$ cat config.mk
export PLATFORM = sky130hd
export DESIGN_NAME = dvp_sensor_gen
export DESIGN_NICKNAME = d
export VERILOG_FILES = /design/src/rtl/dvp_gen_pkg.sv /design/src/rtl/dvp_timing_cnt.sv /design/src/rtl/dvp_sensor_gen.sv
export SDC_FILE = /design/constraint.sdc
export NUM_CORES = 1
export LEC_CHECK = 0
export ABC_AREA = 1
export CORE_MARGIN = 4
export CORE_UTILIZATION = 60
export DETAILED_ROUTE_END_ITERATION = 8
export HOLD_SLACK_MARGIN = 0.02
export PLACE_DENSITY = 0.89
export SKIP_CTS_REPAIR_TIMING = 1
export SYNTH_ARGS = -nofsm -noshare
export SYNTH_HDL_FRONTEND = slang
export SYNTH_SLANG_ARGS = --single-unit
$ cat constraint.sdc
create_clock -name cmos_xclk_i -period 4.5 [get_ports cmos_xclk_i]
set_input_delay 1.125 -clock cmos_xclk_i [delete_from_list [all_inputs] [get_ports cmos_xclk_i]]
set_output_delay 1.125 -clock cmos_xclk_i [all_outputs]
set_load 0.005 [all_outputs]
$ cat src/rtl/dvp_gen_pkg.sv
// dvp_gen_pkg: pattern codes, FSM states and colour-bar helper shared by the DVP sensor generator
package dvp_gen_pkg;
  localparam logic [1:0] PAT_TOGGLE = 2'd0;
  localparam logic [1:0] PAT_RAMP = 2'd1;
  localparam logic [1:0] PAT_BARS = 2'd2;
  localparam logic [1:0] PAT_FCNT = 2'd3;
  typedef enum logic [1:0] {IDLE, RUN, DRAIN} state_t;
  // Eight equal colour bars across the active width; the divisor is a constant at elaboration.
  function automatic logic [2:0] bar_index(input int unsigned px, input int unsigned h_active);
    return 3'((px * 8) / h_active);
  endfunction
endpackage

$ cat src/rtl/dvp_timing_cnt.sv
// dvp_timing_cnt: byte/pixel/line raster counters with frame-end, vsync and active-area decode
// Ports: clk, rst (sync active-high), run (advance counters, else hold at 0);
//   px pixel index, b byte within pixel, vcnt line index; first (at origin), frame_end (last byte while
//   running), vsync/href combinational decode of the current counter position.
module dvp_timing_cnt #(
  parameter int BPP = 2,
  parameter int H_ACTIVE = 1280,
  parameter int H_TOTAL = 1648,
  parameter int V_ACTIVE = 720,
  parameter int V_TOTAL = 750,
  parameter int V_SYNC_LEN = 4,
  parameter int V_ACT_START = 9,
  localparam int HW = $clog2(H_TOTAL + 1),
  localparam int BW = BPP > 1 ? $clog2(BPP) : 1,
  localparam int VW = $clog2(V_TOTAL + 1)
) (
  input logic clk,
  input logic rst,
  input logic run,
  output logic [HW-1:0] px,
  output logic [BW-1:0] b,
  output logic [VW-1:0] vcnt,
  output logic first,
  output logic frame_end,
  output logic vsync,
  output logic href
);
  logic b_last, h_last, v_last;
  // hcnt is kept split as px*BPP+b so no divider is needed for px and b.
  always_comb begin
    b_last = b == BW'(BPP - 1);
    h_last = b_last && px == HW'(H_TOTAL - 1);
    v_last = vcnt == VW'(V_TOTAL - 1);
    first = px == '0 && b == '0 && vcnt == '0;
    frame_end = run && h_last && v_last;
    vsync = vcnt < VW'(V_SYNC_LEN);
    href = vcnt >= VW'(V_ACT_START) && vcnt < VW'(V_ACT_START + V_ACTIVE) && px < HW'(H_ACTIVE);
  end
  always_ff @(posedge clk)
    if (rst || !run) begin
      px <= '0;
      b <= '0;
      vcnt <= '0;
    end else begin
      b <= b_last ? '0 : b + BW'(1);
      px <= h_last ? '0 : b_last ? px + HW'(1) : px;
      vcnt <= !h_last ? vcnt : v_last ? '0 : vcnt + VW'(1);
    end
endmodule

$ cat src/rtl/dvp_sensor_gen.sv
// dvp_sensor_gen: parametrised DVP camera-sensor source with test patterns and frame control
// Ports: cmos_xclk_i clock, rst_i sync active-high reset, enable_i run request (frames start on boundaries),
//   pattern_sel_i 0 toggle/1 ramp/2 colour bars/3 frame-count fill; cmos_pclk_o/vsync/href/data DVP bus,
//   frame_start_o first-vsync pulse, frame_cnt_o completed frames, checksum_o/checksum_vld_o per-frame sum.
// Define DVP_CHECKSUM_EN to build the per-frame checksum; otherwise checksum outputs are tied 0.
module dvp_sensor_gen
  import dvp_gen_pkg::*;
#(
  parameter int DATA_W = 8,
  parameter int BPP = 2,
  parameter int H_ACTIVE = 1280,
  parameter int H_TOTAL = 1648,
  parameter int V_ACTIVE = 720,
  parameter int V_TOTAL = 750,
  parameter int V_SYNC_LEN = 4,
  parameter int V_ACT_START = 9
) (
  input logic cmos_xclk_i,
  input logic rst_i,
  input logic enable_i,
  input logic [1:0] pattern_sel_i,
  output logic cmos_pclk_o,
  output logic cmos_vsync_o,
  output logic cmos_href_o,
  output logic [DATA_W-1:0] cmos_data_o,
  output logic frame_start_o,
  output logic [15:0] frame_cnt_o,
  output logic [15:0] checksum_o,
  output logic checksum_vld_o
);
  localparam int HW = $clog2(H_TOTAL + 1);
  localparam int BW = BPP > 1 ? $clog2(BPP) : 1;
  localparam int VW = $clog2(V_TOTAL + 1);
  localparam logic [DATA_W-1:0] P55 = DATA_W'({((DATA_W + 1) / 2){2'b01}});
  state_t state;
  logic run, first, frame_end, vsync, href, tog, tog_q;
  logic [1:0] pat, pat_q;
  logic [HW-1:0] px;
  logic [BW-1:0] b;
  logic [VW-1:0] vcnt;
  logic [DATA_W-1:0] ramp, bars, data_nxt;
  assign cmos_pclk_o = cmos_xclk_i;
  assign run = state != IDLE;
  dvp_timing_cnt #(
    .BPP(BPP),
    .H_ACTIVE(H_ACTIVE),
    .H_TOTAL(H_TOTAL),
    .V_ACTIVE(V_ACTIVE),
    .V_TOTAL(V_TOTAL),
    .V_SYNC_LEN(V_SYNC_LEN),
    .V_ACT_START(V_ACT_START)
  ) u_cnt (
    .clk(cmos_xclk_i),
    .rst(rst_i),
    .run(run),
    .px(px),
    .b(b),
    .vcnt(vcnt),
    .first(first),
    .frame_end(frame_end),
    .vsync(vsync),
    .href(href)
  );
  // At the frame origin the live selector and a fresh toggle phase apply; otherwise the frame's latched copies.
  always_comb begin
    pat = first ? pattern_sel_i : pat_q;
    tog = first ? 1'b0 : tog_q;
    ramp = DATA_W'(px) + DATA_W'(vcnt - VW'(V_ACT_START));
    bars = {bar_index(32'(px), H_ACTIVE), (DATA_W - 3)'(b)};
    data_nxt = !href ? '0 : pat == PAT_TOGGLE ? (tog ? ~P55 : P55) : pat == PAT_RAMP ? ramp :
               pat == PAT_BARS ? bars : DATA_W'(frame_cnt_o);
  end
  // Leaving RUN without a frame end parks in DRAIN so the current frame always completes.
  always_ff @(posedge cmos_xclk_i)
    if (rst_i) begin
      state <= IDLE;
      pat_q <= PAT_TOGGLE;
      tog_q <= 1'b0;
      cmos_vsync_o <= 1'b0;
      cmos_href_o <= 1'b0;
      cmos_data_o <= '0;
      frame_start_o <= 1'b0;
      frame_cnt_o <= '0;
    end else begin
      state <= enable_i ? RUN : (!run || frame_end) ? IDLE : DRAIN;
      pat_q <= run ? pat : pat_q;
      tog_q <= run ? tog ^ href : tog_q;
      cmos_vsync_o <= run && vsync;
      cmos_href_o <= run && href;
      cmos_data_o <= run ? data_nxt : '0;
      frame_start_o <= run && first;
      frame_cnt_o <= frame_end ? frame_cnt_o + 16'd1 : frame_cnt_o;
    end
`ifdef DVP_CHECKSUM_EN
  logic [15:0] acc;
  // The sum includes the byte decoded in the frame-end cycle so it lines up with the frame_cnt update.
  always_ff @(posedge cmos_xclk_i)
    if (rst_i) begin
      acc <= '0;
      checksum_o <= '0;
      checksum_vld_o <= 1'b0;
    end else begin
      acc <= !run ? acc : first ? 16'(data_nxt) : acc + 16'(data_nxt);
      checksum_o <= frame_end ? acc + 16'(data_nxt) : checksum_o;
      checksum_vld_o <= frame_end;
    end
`else
  assign checksum_o = '0;
  assign checksum_vld_o = 1'b0;
`endif
endmodule

Yosys cells after proc, flatten, opt, wreduce, memory -nomap -nowiden --
Cells that the tools add are included.
Storage, ports and cells: register bits after elaboration 54, bits of input ports 5, output and inout bits 45, logic and storage cells 61
Cells by class: $add $sub $neg 6, divide/modulo/power cells 1, order comparisons 4, equality and inequality tests 4, muxes and demuxes 9, bitwise logic cells 4, reduce and logical (&&, ||, !) cells 21
Operator list (count):
- $div 14x11->32 const B | 1
- $mux 8 | 4
- $add 16x1->16 const B | 1
- $add 11x1->11 const B | 1
- $eq 11x11->1 const B | 1
- $logic_not 11->1 | 1
- $lt 11x11->1 const B | 1
- $add 10x1->10 const B | 1
- $eq 10x10->1 const B | 1
- $ge 10x4->1 const B | 1
- $logic_and 1x1->1 | 10
- $logic_not 10->1 | 1
- $lt 10x10->1 const B | 1
- $lt 10x3->1 const B | 1
- $mux 10 | 1
- $add 8x8->8 | 1
- $sub 8x4->8 const B | 1
- $reduce_or 2->1 | 3
- $mux 2 | 2
- $not 1->1 | 3
- $reduce_or 3->1 | 1
- $eq 2x1->1 const B | 1
- $eq 2x2->1 const B | 1
- $logic_not 2->1 | 1
- other kinds (6) | 8

Logic depth before layout (Yosys ltp) --
Gate-level depths: netlist of the first run.
depth in word-level cells 8, mapped depth 29, gate-level depth less buffers 29

By module --
From an unflattened synthesis of the first run, not the netlist that was laid out.
Second synthesis, totals: cells, all modules 558, area total of the unflattened synthesis 3734.8 µm²
Modules (own cells, without submodules):
- dvp_sensor_gen | instances 1, cells an instance 334, area an instance 2299.7 µm², seq. area each 640.6 µm²
- dvp_timing_cnt | instances 1, cells an instance 224, area an instance 1435.1 µm², seq. area each 440.4 µm²

==> results.toml, run 1 <==
[sta]
skew_ns = 0.007394
rsz0062_at_grt = "no"
hold_violations = 0
tightest_slew_ns = 0.5748
whs_ns = 0.4641
relSlewSlack_pct = 61.68
finalSetupViolations = 0
fin_ws_ns = 0.4567
finalSetupTns_ns = 0
maxSlewViolCount = 0

[synth]
async_reset_ff_share_pct = 0
ys_ff_latch = 54
synth_edf_count = 0
ys.flop_type = "dfxtp_1"
synth_xor_area_share_pct = 1.944
yosys.cell_types.count = 41
synth_compound_area_share_pct = 13.11
netlist_area_mm2 = 0.004055
syn_avg_cell_area_um2 = 6.626
synth-adder-area-share_pct = 7.282
synth_simple_gate_area_share_pct = 36.87
syn_inst = 612
yosys_warnings = 0
ys_seq_area_share_pct = 26.66
muxShareOfSynthArea_pct = 0
synth_top_family_by_area = "simple AND/OR/NAND/NOR gates"

[drt]
drt_iter0_drc = 346
vias = 4023
wire_per_inst_um = 13.60
viasPerCell = 5.557
wirelength_um = 9844
ant_nets = 0
drt_pass1_iterations = 5
route.detailed.drc = 0

[global_routing]
grtUsageTotal_pct = 25.09
antenna_found_initial = 0
grt_pass1_wl_um = 17250
grt_overflow = 0
grt_pass1_vias = 3963
grt_max_degree = 17

[clocking]
cts_tree = "done"
worstSkewPairLatency_ns = 0.41
clkTransAtPathRegs_ns = 0.10

[place]
port_buffers = 32
detailed_place_hpwl_um = 7771
gp_congestion = 0.9161
post-place-cells = 713
pre_cts_ws_ns = 0.7114

[layout]
n_antenna_cell = 0
finalNonFillerCells = 724
nNetsFinal = 674
area_growth_pct = 10.64
drive_gt1_share_pct = 8.655
fin_util_pct = 69.47

[setup_path]
crit_buf_inv = 3
crit_top_cell = "clkbuf_8"
critPathArrivalTime_ns = 2.92
cp_top_family = "buffers and inverters"
max_stage_delay_ns = 0.44
end_kind = "output pin"
critical_path_class = "clock port to output pin"
cp-start-kind = "clock port"
crit_chain = "clkbuf_8 > clkbuf_8 > clkdlybuf4s50_1"
crit_path_top_delay_cell = "clkdlybuf4s50_1"
crit_required_ns = 3.38
worstPathMaxFanout = 2

[floorplanning]
ios = 50
row_count = 29
dieWidth_um = 90.21
die_area_mm2 = 0.008138
core-area_mm2 = 0.006459
start_util_pct = 62.79
die_y_um = 90.21

[status]
outcome = "completed"

[hold_path]
min_path_type = "flip-flop to flip-flop"

[power_and_ir_drop]
p_leak_nw = 1.971
vdd_ir_drop_max_uv = 283.8
p_per_area_mw_per_mm2 = 202.8

[flow_run]
cap_violations = 0
flip-flops by register name (all words and copies together) (netlist names):
signal,count
u_cnt.b,1
cmos_href_o,1
cmos_data_o,8
u_cnt.vcnt,10
cmos_vsync_o,1
frame_start_o,1
frame_cnt_o,16
tog_q,1
u_cnt.px,11
state,2
pat_q,2
layout by cell type, fill, tap and decap left out, types with 2 or more instances in the layout:
cell and instances:
inv_1 94, a31oi_1 4, o21a_1 3, clkdlybuf4s50_1 32, a211oi_1 2, nor2_2 6
nand3_4 3, nand2_4 7, conb_1 17, o211ai_1 4, xor2_1 7, nand2_2 11
nor2_4 4, nand3_1 29, nor3_1 21, nand2_1 113, nand3_2 4, o21ai_0 32
nand4_1 23, ha_1 22, nor4_1 4, dfxtp_1 54, a21oi_1 39, xnor2_1 2
nor2_1 74, inv_2 7, clkbuf_8 9, nor3b_1 2, o21ai_1 3, o21bai_1 4
nand3b_1 2
final timing paths:
check / slack [ns] / start / depth (start not counted) / to
max: 0.46 / cmos_xclk_i / 3 / cmos_pclk_o
min reg2reg: 0.46 / frame_cnt_o[15] / 1 / frame_cnt_o[15]
max reg2reg: 1.09 / u_cnt.px[0] / 25 / cmos_data_o[5]
min: 0.46 / frame_cnt_o[15] / 1 / frame_cnt_o[15]
worst register-to-register path: cells and delay by family (launching register included):
kind,cells,cell delay [ns]
adder cells (fa/ha/maj),2,0.55
AO/OA/AOI/OAI,3,0.32
AND/OR/NAND/NOR,17,1.70
flip-flops,1,0.39
buffers and inverters,3,0.35
synth_stat cells (2+ instances only):
| cell type | count | area share, % |
|---|---|---|
| a211oi_1 | 2 | 0.37 |
| a21oi_1 | 39 | 4.8 |
| a31oi_1 | 4 | 0.62 |
| buf_4 | 19 | 3.5 |
| clkbuf_1 | 2 | 0.19 |
| dfxtp_1 | 54 | 27 |
| ha_1 | 22 | 6.8 |
| inv_1 | 94 | 8.7 |
| inv_2 | 7 | 0.65 |
| nand2_1 | 113 | 10 |
| nand2_2 | 11 | 1.7 |
| nand2_4 | 7 | 1.9 |
| nand3_1 | 29 | 3.6 |
| nand3_2 | 4 | 0.99 |
| nand3_4 | 3 | 1.3 |
| nand3b_1 | 2 | 0.37 |
| nand4_1 | 23 | 3.5 |
| nor2_1 | 74 | 6.8 |
| nor2_2 | 6 | 0.93 |
| nor2_4 | 4 | 1.1 |
| nor3_1 | 21 | 2.6 |
| nor3b_1 | 2 | 0.37 |
| nor4_1 | 4 | 0.62 |
| o211ai_1 | 4 | 0.74 |
| o21a_1 | 3 | 0.56 |
| o21ai_0 | 32 | 3.9 |
| o21ai_1 | 3 | 0.37 |
| o21bai_1 | 4 | 0.74 |
| xnor2_1 | 2 | 0.43 |
| xor2_1 | 7 | 1.5 |
cell families (layout without fill, tap and decap cells):
kind of cell / count (synthesis) / in the layout
simple gates: 304 / 304
buf+inv: 126 / 145
compound gates: 95 / 95
flops: 54 / 54
fa+ha+maj: 23 / 23
xor+xnor: 9 / 9
other cells: 1 / 17
metrics by stage:
stage	instance area (um2)	total power, mW
floorplan	4115	0.5606
global placement	4350	0.5692
detailed placement	4350	0.5710
CTS	4487	0.9184
global route	4487	0.9486
finish	4487	0.9100
final cells by class:
class | count | area [um2]
multi-input cells | 448 | 2465
fillers | 550 | 1972
flip-flops and latches | 54 | 1081
inverters | 102 | 387.9
repair buffers | 31 | 310.3
clock buffers | 10 | 133.9
well taps | 77 | 96.34
clock inverters | 2 | 12.51
report_power, final:
part / switching (mW) / internal (mW)
logic: 0.0400 / 0.0187
registers: 0.00228 / 0.481
clock network: 0.172 / 0.196
per-layer routing:
layer	part of all wire, %	global-route usage, %	vias to the layer above
li1	-	-	2021
met1	39	28.00	1829
met2	52	46.55	147
met3	6.1	4.925	26
met4	2.3	9.694	0
met5	0	0	-
Power figures use the tool's default switching activity.
==> run 2: changes to the inputs <==
--- a/config.mk
+++ b/config.mk
@@ -7,11 +7,13 @@
 export LEC_CHECK = 0
 export ABC_AREA = 1
 export CORE_MARGIN = 4
-export CORE_UTILIZATION = 60
+export CORE_UTILIZATION = 53
 export DETAILED_ROUTE_END_ITERATION = 8
 export HOLD_SLACK_MARGIN = 0.02
-export PLACE_DENSITY = 0.89
+export PLACE_DENSITY = 0.81
+export SETUP_SLACK_MARGIN = 0.05
 export SKIP_CTS_REPAIR_TIMING = 1
 export SYNTH_ARGS = -nofsm -noshare
 export SYNTH_HDL_FRONTEND = slang
+export SYNTH_HIERARCHICAL = 1
 export SYNTH_SLANG_ARGS = --single-unit
==> run 2 against run 1 <==
Cell count down 4.4%. Critical path type unchanged. Sequential share of layout area up 1.4 points. Utilization down 7.4 points. Highest routed layer unchanged. Clock skew up 0.0038 ns. Global-route usage down 3.9 points. Wire length down 12%. Clock power up 18%. Synthesized cell count down 8.8%. Synthesized area down 7.9%.
==> results.toml, run 2 <==
[power_and_ir_drop]
vdd_ir_drop_max_uv = 194.7
p_int_mw = 0.7411
p_seq_share_pct = 49.4
sw_frac_of_total_pct = 24.37
comb_power_share_pct = 6.3
clkPwrFrac_pct = 44.3
p_leak_nw = 1.907
p_per_area_mw_per_mm2 = 231.0
p_sw_mw = 0.2388
total_power_mw = 0.9798

[setup_path]
worstPathMaxFanout = 2
critPathArrivalTime_ns = 2.92
worstReg2RegEnd = "frame_cnt_o[15]"
regToRegSetupSlack_ns = 1.20
worstReg2RegStart = "u_cnt/px[9]"
worstRegToRegCells = 19
crit_required_ns = 3.38
crit_path_top_delay_cell = "clkdlybuf4s50_1"
crit_top_cell = "clkbuf_8"
crit_chain = "clkbuf_8 > clkbuf_8 > clkdlybuf4s50_1"
cp-start-kind = "clock port"
end_kind = "output pin"
max_stage_delay_ns = 0.44
critical_path_class = "clock port to output pin"

[drt]
viasPerCell = 5.182
drt_iter0_drc = 254
wire_per_inst_um = 12.46
vias = 3586
ant_nets = 0
route.detailed.drc = 0
wirelength_um = 8622
drt_pass1_iterations = 5

[floorplanning]
ios = 50
core-area_mm2 = 0.006832
row_count = 30
die_y_um = 91.95
die_area_mm2 = 0.008454
dieWidth_um = 91.95
start_util_pct = 54.67

[global_routing]
grt_pass1_wl_um = 14710
grtUsageTotal_pct = 21.19
grt_pass1_vias = 3235
grt_overflow = 0
antenna_found_initial = 0
grt_max_degree = 19

[sta]
relSlewSlack_pct = 43.93
finalSetupTns_ns = 0
tightest_slew_ns = 0.8334
rsz0062_at_grt = "no"
maxSlewViolCount = 0
skew_ns = 0.01124
hold_violations = 0
finalSetupViolations = 0

[place]
gp_congestion = 0.9374
port_buffers = 32
detailed_place_hpwl_um = 6859

[hold_path]
hold_depth = 2
min_to = "pat_q[1]"
hold_start = "pat_q[1]"
min_path_type = "flip-flop to flip-flop"

[synth]
syn_inst = 558
yosys_warnings = 6
async_reset_ff_share_pct = 0
ys_top_cells_by_count = "99 x nand2_1, 98 x inv_1, 67 x nor2_1, 54 x dfxtp_1, 31 x a21oi_1"
synth_compound_area_share_pct = 10.22
synth_simple_gate_area_share_pct = 36.78
syn_avg_cell_area_um2 = 6.693
ys_seq_area_share_pct = 28.94
yosysMostFrequentCell = "nand2_1"
netlist_area_mm2 = 0.003735
ys.flop_type = "dfxtp_1"
synth_top_cell_by_area = "dfxtp_1"
synth_top_cell_area_share_pct = 28.94
yosys.cell_types.count = 45
synth_edf_count = 0
muxShareOfSynthArea_pct = 0
synth-adder-area-share_pct = 7.236
synth_xor_area_share_pct = 1.407
synthTopCellsByArea = "dfxtp_1 29%, nand2_1 9.9%, inv_1 9.8%, nor2_1 6.7%, ha_1 6.7%"
ys_ff_latch = 54
synth_top_family_by_area = "simple AND/OR/NAND/NOR gates"

[layout]
biggestRegsByFlops = "frame_cnt_o: 16 flops, u_cnt/px: 11 flops, u_cnt/vcnt: 10 flops"
layout_common_cells = "99 x nand2_1, 98 x inv_1, 67 x nor2_1"
nNetsFinal = 621
layout_commonest_cell = "nand2_1"
top_register = "frame_cnt_o"
n_antenna_cell = 0
largest_register_ffs = 16
area_growth_pct = 13.57
drive_gt1_share_pct = 10.74

[clocking]
worstSkewPairLatency_ns = 0.42
clkTransAtPathRegs_ns = 0.11
cts_tree = "done"

[status]
outcome = "completed"

[flow_run]
cap_violations = 0
-- run 2: cell count changes after synthesis, sizes merged, moves of 4 or more --
cell / delta
nand4: -5
a21oi: -7
o21bai: -4
nand2: -21
inv: +9
o21ai: -7
-- run 2: per-layer routing --
metal / global-route usage [%] / vias to the layer above / wire [um]
li1: - / 1820 / -
met1: 27.91 / 1639 / 3963
met2: 34.61 / 110 / 4041
met3: 3.363 / 17 / 458
met4: 8.416 / 0 / 159
met5: 0 / - / 0
-- run 2: critical path: cells and delay by family --
kind / cells / cell delay, ns
buffers and inverters: 3 / 0.67
-- run 2: power by group through the flow --
stage,clock [mW],combinational [mW],sequential (mW)
2_1_floorplan,0.0144,0.0545,0.494
6_report,0.434,0.0622,0.484
5_1_grt,0.467,0.0700,0.485
3_5_place_dp,0.0187,0.0600,0.495
3_3_place_gp,0.0187,0.0594,0.495
4_1_cts,0.445,0.0612,0.484
-- run 2: kinds of logic after synthesis --
| group | after synthesis |
|---|---|
| AND/OR/NAND/NOR | 274 |
| buffers and inverters | 132 |
| AO/OA/AOI/OAI | 70 |
| flip-flops | 54 |
| adder cells (fa/ha/maj) | 21 |
| XOR/XNOR | 6 |
| other | 1 |
-- run 2: final cells by class --
| class | instances | area [um2] |
|---|---|---|
| tap | 96 | 120.1 |
| timing repair buffer | 31 | 310.3 |
| clock inverter | 3 | 47.55 |
| fill | 653 | 2590 |
| inverter | 111 | 420.4 |
| multi-input combinational | 388 | 2142 |
| clock buffer | 9 | 120.1 |
| sequential | 54 | 1081 |
-- run 2: per-stage QoR --
stage	cells	utilization, %	hold slack, ns	cell area (um2)	setup WS (ns)
final	692	62.09	0.4740	4242	0.4532
after floorplan	574	-	0.4473	3795	1.014
after global placement	681	59.78	0.4577	4084	0.7114
after detailed placement	681	59.78	0.4616	4084	0.7114
after CTS	692	62.09	0.4790	4242	0.4356
after global routing	692	62.09	0.4940	4242	0.4206
-- run 2: how the worst max path moves through the flow --
| stage | endpoint | startpoint | cells after the start |
|---|---|---|---|
| 6_report | cmos_pclk_o | cmos_xclk_i | 3 |
| 5_1_grt | cmos_pclk_o | cmos_xclk_i | 3 |
| 4_1_cts | cmos_pclk_o | cmos_xclk_i | 3 |
| 3_5_place_dp | cmos_pclk_o | cmos_xclk_i | 1 |
| 3_3_place_gp | cmos_pclk_o | cmos_xclk_i | 1 |
| 2_1_floorplan | cmos_pclk_o | cmos_xclk_i | 1 |
==> run 3: changes to the inputs <==
--- a/config.mk
+++ b/config.mk
@@ -9,6 +9,7 @@
 export CORE_MARGIN = 4
 export CORE_UTILIZATION = 53
 export DETAILED_ROUTE_END_ITERATION = 8
+export GPL_TIMING_DRIVEN = 0
 export HOLD_SLACK_MARGIN = 0.02
 export PLACE_DENSITY = 0.81
 export SETUP_SLACK_MARGIN = 0.05
==> run 3 against run 2 <==
Flip-flop and latch count did not move. Largest power group unchanged. Clock power increased by 1%. Combinational power rose by 20%. Largest cell class unchanged. Register-to-register slack worse by 0.16 ns. Wire length is 2.9% lower. Worst hold slack improved by 0.0023 ns.
==> results.toml, run 3 (same netlist as run 2, synthesis figures left out) <==
[sta]
finalSetupTns_ns = 0
rsz0062_at_grt = "no"
tightest_slew_ns = 0.9904
whs_ns = 0.4763
finalSetupViolations = 0
skew_ns = 0.008279
maxSlewViolCount = 0
relSlewSlack_pct = 33.37
hold_violations = 0

[place]
post-place-cells = 702
port_buffers = 32
place_area_mm2 = 0.004235
detailed_place_hpwl_um = 6602
gp_congestion = 0.9165

[setup_path]
crit_path_top_delay_cell = "clkdlybuf4s50_1"
crit_top_cell = "clkbuf_8"
crit_chain = "clkbuf_8 > clkbuf_8 > buf_4 > clkdlybuf4s50_1"
crit_required_ns = 3.38
cp-start-kind = "clock port"
critical_path_class = "clock port to output pin"
end_kind = "output pin"
max_stage_delay_ns = 0.44
worstPathMaxFanout = 2
critPathArrivalTime_ns = 3.03

[global_routing]
grt_max_degree = 19
grt_pass1_vias = 3214
grt_overflow = 0
antenna_found_initial = 0
grtUsageTotal_pct = 20.62
grt_pass1_wl_um = 14390

[clocking]
cts_tree = "done"
worstSkewPairLatency_ns = 0.42
clkTransAtPathRegs_ns = 0.11

[layout]
top_register = "frame_cnt_o"
layout_commonest_cell = "nand2_1"
nNetsFinal = 642
finalNonFillerCells = 713
largest_register_ffs = 16
layout_common_cells = "99 x nand2_1, 98 x inv_1, 67 x nor2_1"
biggestRegsByFlops = "frame_cnt_o: 16 flops, u_cnt/px: 11 flops, u_cnt/vcnt: 10 flops"
drive_gt1_share_pct = 13.61
fillers = 626
final_cell_area_mm2 = 0.004393
area_growth_pct = 17.62
n_antenna_cell = 0

[drt]
wire_per_inst_um = 11.74
met2_length_um = 3915
drt_pass1_iterations = 4
drt_iter0_drc = 174
route.detailed.drc = 0
viasPerCell = 4.961
ant_nets = 0
vias = 3537
top_layer_used = "met4"
met3_wirelength_um = 442
met1_length_um = 3925
wirelength_um = 8368

[hold_path]
min_path_type = "flip-flop to flip-flop"

[floorplanning]
row_count = 30
start_util_pct = 54.67
die_y_um = 91.95
core-area_mm2 = 0.006832
ios = 50
die_area_mm2 = 0.008454
dieWidth_um = 91.95

[power_and_ir_drop]
total_power_mw = 0.9978
p_per_area_mw_per_mm2 = 227.1
vdd_ir_drop_max_uv = 321.3
p_leak_nw = 2.017

[status]
outcome = "completed"

[flow_run]
cap_violations = 0
==> run 3: cell type report <==
class                   instances  area, um2  share of cell area [%]
multi-input cells             388       2142                   48.76
plain buffers                  21      151.4                   3.446
clock inverters                 3      47.55                   1.082
clock buffers                   9      120.1                   2.734
repair buffers                 31      310.3                   7.064
well taps                      96      120.1                   2.734
inverters                     111      420.4                   9.570
flip-flops and latches         54       1081                   24.61
==> run 3: power by group <==
group | switching, mW | leakage, nW | internal (mW)
sequential | 0.00158 | 0.436 | 0.481
clock | 0.189 | 0.0890 | 0.251
combinational | 0.0461 | 1.49 | 0.0288
total | 0.236 | 2.02 | 0.761
==> run 3: critical path: cells and delay by family <==
family / cells / cell delay [ns]
buf+inv: 4 / 0.79
==> run 3: worst paths after layout <==
path	cells after the start	slack, ns	to	start
hold / removal	2	0.48	frame_cnt_o[15]	frame_cnt_o[15]
hold reg to reg	2	0.48	frame_cnt_o[15]	frame_cnt_o[15]
setup reg to reg	19	1.04	frame_cnt_o[15]	u_cnt/px[9]
setup / recovery	4	0.35	cmos_pclk_o	cmos_xclk_i
==> run 3: metal layers <==
metal / track usage (%) / up-vias
met5: 0 / -
met4: 5.941 / 0
met3: 3.856 / 13
met2: 34.31 / 103
met1: 27.24 / 1564
li1: - / 1857
==> run 3: through the flow <==
step	worst slack, ns	utilization, %
after floorplan	1.014	-
after global routing	0.3150	64.30
after global placement	0.5983	62.00
after CTS	0.3317	64.30
final	0.3464	64.30
after detailed placement	0.5983	62.00
